File: src/rtl/regfile_wr_arbiter.sv
// regfile_wr_arbiter: round-robin share of the register-file write port between ALU (A) and load (B) writeback,
// with a registered write strobe and a busy-register scoreboard for read-hazard detection.
module regfile_wr_arbiter #(
    parameter int DATA_W = 32,
    parameter int ADDR_W = 5
) (
    input  logic              clk,
    input  logic              rst,
    input  logic              hold,
    input  logic              a_valid,
    output logic              a_ready,
    input  logic [ADDR_W-1:0] a_addr,
    input  logic [DATA_W-1:0] a_data,
    input  logic              b_valid,
    output logic              b_ready,
    input  logic [ADDR_W-1:0] b_addr,
    input  logic [DATA_W-1:0] b_data,
    input  logic              res_valid,
    input  logic [ADDR_W-1:0] res_addr,
    input  logic [ADDR_W-1:0] RR1,
    input  logic [ADDR_W-1:0] RR2,
    output logic              hazard1,
    output logic              hazard2,
    output logic              RegWrite,
    output logic [ADDR_W-1:0] WriteReg,
    output logic [DATA_W-1:0] WriteData
);
    localparam int NREG = 2 ** ADDR_W;

    logic              last_b_q, last_b_d;
    logic              reg_write_q, reg_write_d;
    logic [ADDR_W-1:0] write_reg_q, write_reg_d;
    logic [DATA_W-1:0] write_data_q, write_data_d;
    logic [NREG-1:0]   busy_q, busy_d;
    logic              xfer;
    logic [ADDR_W-1:0] x_addr;
    logic [DATA_W-1:0] x_data;

    // last_b_q=1 means B was granted last, so A has priority on contention
    always_comb begin
        a_ready = !rst && !hold && a_valid && (!b_valid || last_b_q);
        b_ready = !rst && !hold && b_valid && (!a_valid || !last_b_q);
        xfer    = a_ready || b_ready;
        x_addr  = a_ready ? a_addr : b_addr;
        x_data  = a_ready ? a_data : b_data;
    end

    always_comb begin
        last_b_d     = xfer ? b_ready : last_b_q;
        reg_write_d  = xfer && (x_addr != '0);
        write_reg_d  = reg_write_d ? x_addr : write_reg_q;
        write_data_d = reg_write_d ? x_data : write_data_q;
        busy_d       = busy_q;
        if (reg_write_d)
            busy_d[x_addr] = 1'b0;
        // a reservation issued on the same edge as the writeback belongs to a newer producer
        if (res_valid)
            busy_d[res_addr] = 1'b1;
        busy_d[0] = 1'b0;
    end

    always_ff @(posedge clk or posedge rst) begin
        if (rst) begin
            last_b_q     <= 1'b1;
            reg_write_q  <= 1'b0;
            write_reg_q  <= '0;
            write_data_q <= '0;
            busy_q       <= '0;
        end else begin
            last_b_q     <= last_b_d;
            reg_write_q  <= reg_write_d;
            write_reg_q  <= write_reg_d;
            write_data_q <= write_data_d;
            busy_q       <= busy_d;
        end
    end

    assign hazard1   = busy_q[RR1];
    assign hazard2   = busy_q[RR2];
    assign RegWrite  = reg_write_q;
    assign WriteReg  = write_reg_q;
    assign WriteData = write_data_q;
endmodule

File: config.mk
export PLATFORM = sky130hd
export DESIGN_NAME = regfile_wr_arbiter
export DESIGN_NICKNAME = d
export VERILOG_FILES = /design/src/rtl/regfile_wr_arbiter.sv
export SDC_FILE = /design/constraint.sdc
export NUM_CORES = 1
export LEC_CHECK = 0
export ABC_AREA = 1
export CORE_MARGIN = 2
export CORE_UTILIZATION = 30
export DETAILED_ROUTE_END_ITERATION = 8
export GPL_TIMING_DRIVEN = 0
export PLACE_DENSITY_LB_ADDON = 0.3
export RECOVER_POWER = 50
export SYNTH_ARGS = -nofsm -noshare
export SYNTH_HDL_FRONTEND = slang
export SYNTH_SLANG_ARGS = --single-unit
File: constraint.sdc
create_clock -name clk -period 2.5 [get_ports clk]
set_input_delay 0.25 -clock clk [delete_from_list [all_inputs] [get_ports clk]]
set_output_delay 0.25 -clock clk [all_outputs]
set_load 0.01 [all_outputs]
== Yosys cells after proc, flatten, opt, wreduce, memory -nomap -nowiden ==
Cells that the tools add are included.
Storage, ports and cells
  flip-flop bits (word level): 70
  memories kept: 0
  bits in latches: 0
  ROM bits: 0
  input port bits: 95
  memory bits (writable): 0
  word-level logic and storage cells: 43
Cells by class
  equal/unequal tests: 0
  order comparisons: 6
  reduce and logical (&&, ||, !) cells: 17
  mux-type cells: 12
  shift operators: 0
  add/sub/neg operators: 0
  $mul: 0
  bitwise operators: 3
  div/mod/pow operators: 0
Operators with widths (count)
  2-to-1 mux 32 bit: 3
  AND 32 bit: 1
  inverter 32 bit: 1
  OR 32 bit: 1
  less-than comparator 5 x 6 -> 1 bit, second input constant: 4
  binary-select mux 1 bit (select 5 bit): 2
  demux 1 bit (select 5 bit): 2
  >= comparator 5 x 1 -> 1 bit, second input constant: 2
  logical AND 1 bit: 8
  logical NOT 1 bit: 5
  2-to-1 mux 5 bit: 1
  nonzero test 5 bit: 1
  2-to-1 mux 1 bit: 4
  logical OR 1 bit: 3

== Longest topological paths before layout ==
  depth after elaboration: 14
  gate-level depth with buffers: 14

== Least setup slack after synthesis ==
Ideal clock, no wire load.
  path kind: register -> register
  start point: register last_b_q
  end point: register write_reg_q[1] (netlist: WriteReg[1])
  arrival: 1746 ps
  path slack: 628 ps
  library setup time: 126 ps
  cell stages (with the launch flop): 13
  buffers on the path: 3
  required time: 2374 ps
  path through: dfstp_2 > inv_2 > nand2_2 > nand3_2 > buf_6 > nand2_1 > nand2_2 > nor2_2 > nand2_4 > nand2_4 > buf_8 > buf_6 > o21ai_2
Between the ends
  cells in the longest elaborated chain, start to end: 5
  elaborated cells between the ends (all ways): 9
  those cells by class: 1 x mux; 8 x reduce/logical
Ends and longest elaborated chain
  start, declared: line 30  | logic last_b_q, last_b_d;
  start signal, assigned: line 70  | last_b_q <= last_b_d;
  logical OR 1 bit / logical NOT 1 bit (equally long branches): line 41, 42
  logical AND 1 bit / logical OR 1 bit (equally long branches): line 41, 42
  2-to-1 mux 5 bit / logical AND 1 bit (equally long branches): line 44, 42
  nonzero test 5 bit / logical OR 1 bit (equally long branches): line 50, 43
  logical AND 1 bit: line 50  | reg_write_d = xfer && (x_addr != '0);
  end signal, assigned: line 72  | write_reg_q <= write_reg_d;
  end, declared: line 32  | logic [ADDR_W-1:0] write_reg_q, write_reg_d;
Several ways; a longest one is shown, not always the timed one.
A chain may end at the register's enable or synchronous reset.

== Final worst setup path ==
  start point: input RR2[1]
  end point: output hazard2
Between the ends
  cells in the longest elaborated chain, start to end: 2
Ends and longest elaborated chain
  start, declared: line 21  | input logic [ADDR_W-1:0] RR2,
  binary-select mux 1 bit (select 5 bit): line 79  | assign hazard2 = busy_q[RR2];
  2-to-1 mux 1 bit (not written as such): line 79
  end, declared: line 23  | output logic hazard2,
No other way between the ends. The select of a mux whose other input is x is not followed.

==> flow_summary_export.csv <==
group,metric,value,unit
clocking,post-cts-setup-buffer-count,0,
route,avgRoutedWirePerCell,15.5,um
floorplanning,die_h,125,um
yosys,yosysSeqAreaShare,0.397,
clocking,cts_tree,"done",
clocking,htree_levels,3,
route,top_layer,"met4",
clocking,clockBufferDepth,2,
yosys,ys_async_sr_fraction,1.00,
route,drt-met1-wl,5910,um
placement,dp_hpwl,10800,um
cells_and_area,areaGrowthSynthToFinish,43.1,%
setup_path,cp_common_cell,"nand2_1",
power_and_ir_drop,p_per_area,695,mW/mm^2
cells_and_area,nNetsFinal,811,
sta,setup_viol,0,
yosys,netlist_area,0.00442,mm^2
floorplanning,core.rowCount,44,
flow_run,max-cap-violations,0,
power_and_ir_drop,p_leak,0.00306,uW
cells_and_area,final_cell_mix,"nand2_1, clkdlybuf4s50_1, dfrtp_1",
power_and_ir_drop,finalPower,4390,uW
cells_and_area,diodes,0,
yosys,synthDistinctLibCells,28,
setup_path,cp.required,2250,ps
sta,relSlewSlack,0.0199,
clocking,clk_pin_slew,50,ps
route,drc,0,
sta,fin_crit_sh,0.945,
yosys,synthFlopType,"dfrtp_1",
min_path,min_delay_path_depth,4,
cells_and_area,drive_gt1_frac,0.167,
global_routing,grt_pass1_vias,4404,
setup_path,crit_arrival,2110,ps
global_routing,track_usage,0.180,
route,wl_met3,748,um
global_routing,grt-ovfl-total,0,
global_routing,grt_pass1_wl,22400,um
clocking,numClockSinks,70,
setup_path,reg2reg_depth,12,
clocking,cts_resized,10,
route,met2_length,6960,um
sta,fmax,423,MHz
sta,worst_pin_slew,1470,ps
setup_path,critPathCaptureType,"primary output",
clocking,clock_latency,340,ps
route,drt_iter0_markers,319,
yosys,synth-seq-cells,70,
min_path,hold_class,"input pin to flop",
yosys,yosys_warnings,0,
yosys,synth-edff-count,0,
sta,rsz0062_at_grt,"false",
power_and_ir_drop,irDropWorstVdd,280,uV
setup_path,critPathSlowestCell,"clkdlybuf4s50_1",
route,routed_wirelength,14000,um
yosys,synth_fp_nets,665,
clocking,cts_buffers,9,
route,drtPass1Iterations,5,
clocking,postCtsHoldBufs,0,
route,vias,4365,
yosys,syn_avg_cell_area,7.75,um^2
floorplanning,ioPinCount,137,
cells_and_area,final.fill_count,1423,
setup_path,crit_chain,"clkdlybuf4s50_1 > clkbuf_2 > o21ai_0 > o211ai_1 > nand3_1 > nand2_1 > nand2_1 > nand2_1 > clkdlybuf4s50_1",
setup_path,timing_worst_setup_path_type,"input pin to primary output",
yosys,synthCells,570,
sta,clock_skew,6.13,ps
sta,finalMaxSlewViolations,0,
setup_path,start_kind,"input pin",
global_routing,grt_max_degree,71,
floorplanning,core_area,0.0145,mm^2
placement,gp_congestion,0.893,
floorplanning,die_w,125,um
setup_path,cpPeakStageDelay,530,ps
cells_and_area,final_common_cell,"nand2_1",
floorplanning,die_area,0.0157,mm^2
clocking,cts_root_buf,"clkbuf_16",
run_status,status,"complete, no violations",
global_routing,antenna_found_initial,0,
placement,port_buffers,135,
sta,hold_violations,0,
setup_path,cp_max_fo,10,
sta,whs,419,ps
floorplanning,start_util,0.305,
route,viasPerCell,4.83,
sta,fin_crit,2360,ps
route,ant_nets,0,
per-stage QoR:
step | utilization | TNS [ps] | area (um^2) | std cells | worst slack (ps)
final | 0.437 | 0 | 6320 | 904 | 136
after global routing | 0.437 | 0 | 6320 | 904 | 15.2
after CTS | 0.437 | 0 | 6330 | 904 | 104
after detailed placement | 0.415 | -611 | 6000 | 889 | -340
after global placement | 0.414 | -52480 | 6000 | 889 | -753
after floorplan | - | 0 | 4420 | 570 | 483
final cells by class:
type	instances	area, um^2	share of cell area
multi-input cells	442	2340	0.370
plain buffers	25	211	0.0334
clock inverters	4	70.1	0.0111
repair buffers	135	1340	0.212
clock buffers	11	253	0.0400
well taps	184	230	0.0364
inverters	33	126	0.0200
flip-flops and latches	70	1750	0.277
path summary, 6_finish.rpt:
kind / start / endpoint / slack, ps
max in group asynchronous: rst / WriteData[22] / 750
min: a_valid / last_b_q / 420
min reg2reg: WriteReg[2] / WriteReg[2] / 480
max reg2reg: last_b_q / WriteData[2] / 360
max: RR2[1] / hazard2 / 140
min in group asynchronous: rst / busy_q[3] / 880
state kept, by name (all words and copies together) (netlist names):
| signal | flops |
|---|---|
| WriteData | 32 |
| busy_q | 31 |
| WriteReg | 5 |
| RegWrite | 1 |
| last_b_q | 1 |
synthesized netlist by cell type, types with 3 or more instances:
master    number  area [um^2]
nor2_1        42          158
dfrtp_1       69         1730
nand2_2       34          213
buf_6          3         33.8
buf_12         4         80.1
buf_2          9         45.0
nand4_1        6         37.5
o31ai_1        6         45.0
o211ai_1       4         30.0
nor3_1        10         50.1
inv_1         29          109
nand3_1       57          285
clkbuf_1       6         22.5
o21ai_2       33          289
o21ai_0       17         85.1
nand2_1      179          672
a21oi_1       15         75.1
nand2_4        3         33.8
mux2i_1       32          320
critical path, delay by kind of cell:
| kind | cells | cell delay (ps) |
|---|---|---|
| compound gates | 2 | 320 |
| simple gates | 4 | 290 |
| buf+inv | 3 | 1260 |
power by group:
group	total [uW]	internal (uW)	switching, uW	leakage (uW)
Combinational	1350	681	667	0.00206
Sequential	1660	1420	236	0.000844
Clock	1380	918	466	0.000161
Total	4390	3020	1370	0.00306
routing by layer:
layer / global-route usage / vias to the layer above
li1: - / 2172
met1: 0.228 / 2027
met2: 0.311 / 137
met3: 0.0312 / 29
met4: 0.0614 / 0
met5: 0 / -
logic make-up after synthesis:
family | share of synthesized area
AO/OA/AOI/OAI | 0.122
flip-flops | 0.397
AND/OR/NAND/NOR | 0.334
buffers and inverters | 0.0742
multiplexers | 0.0725
(Power assumes the default switching activity.)
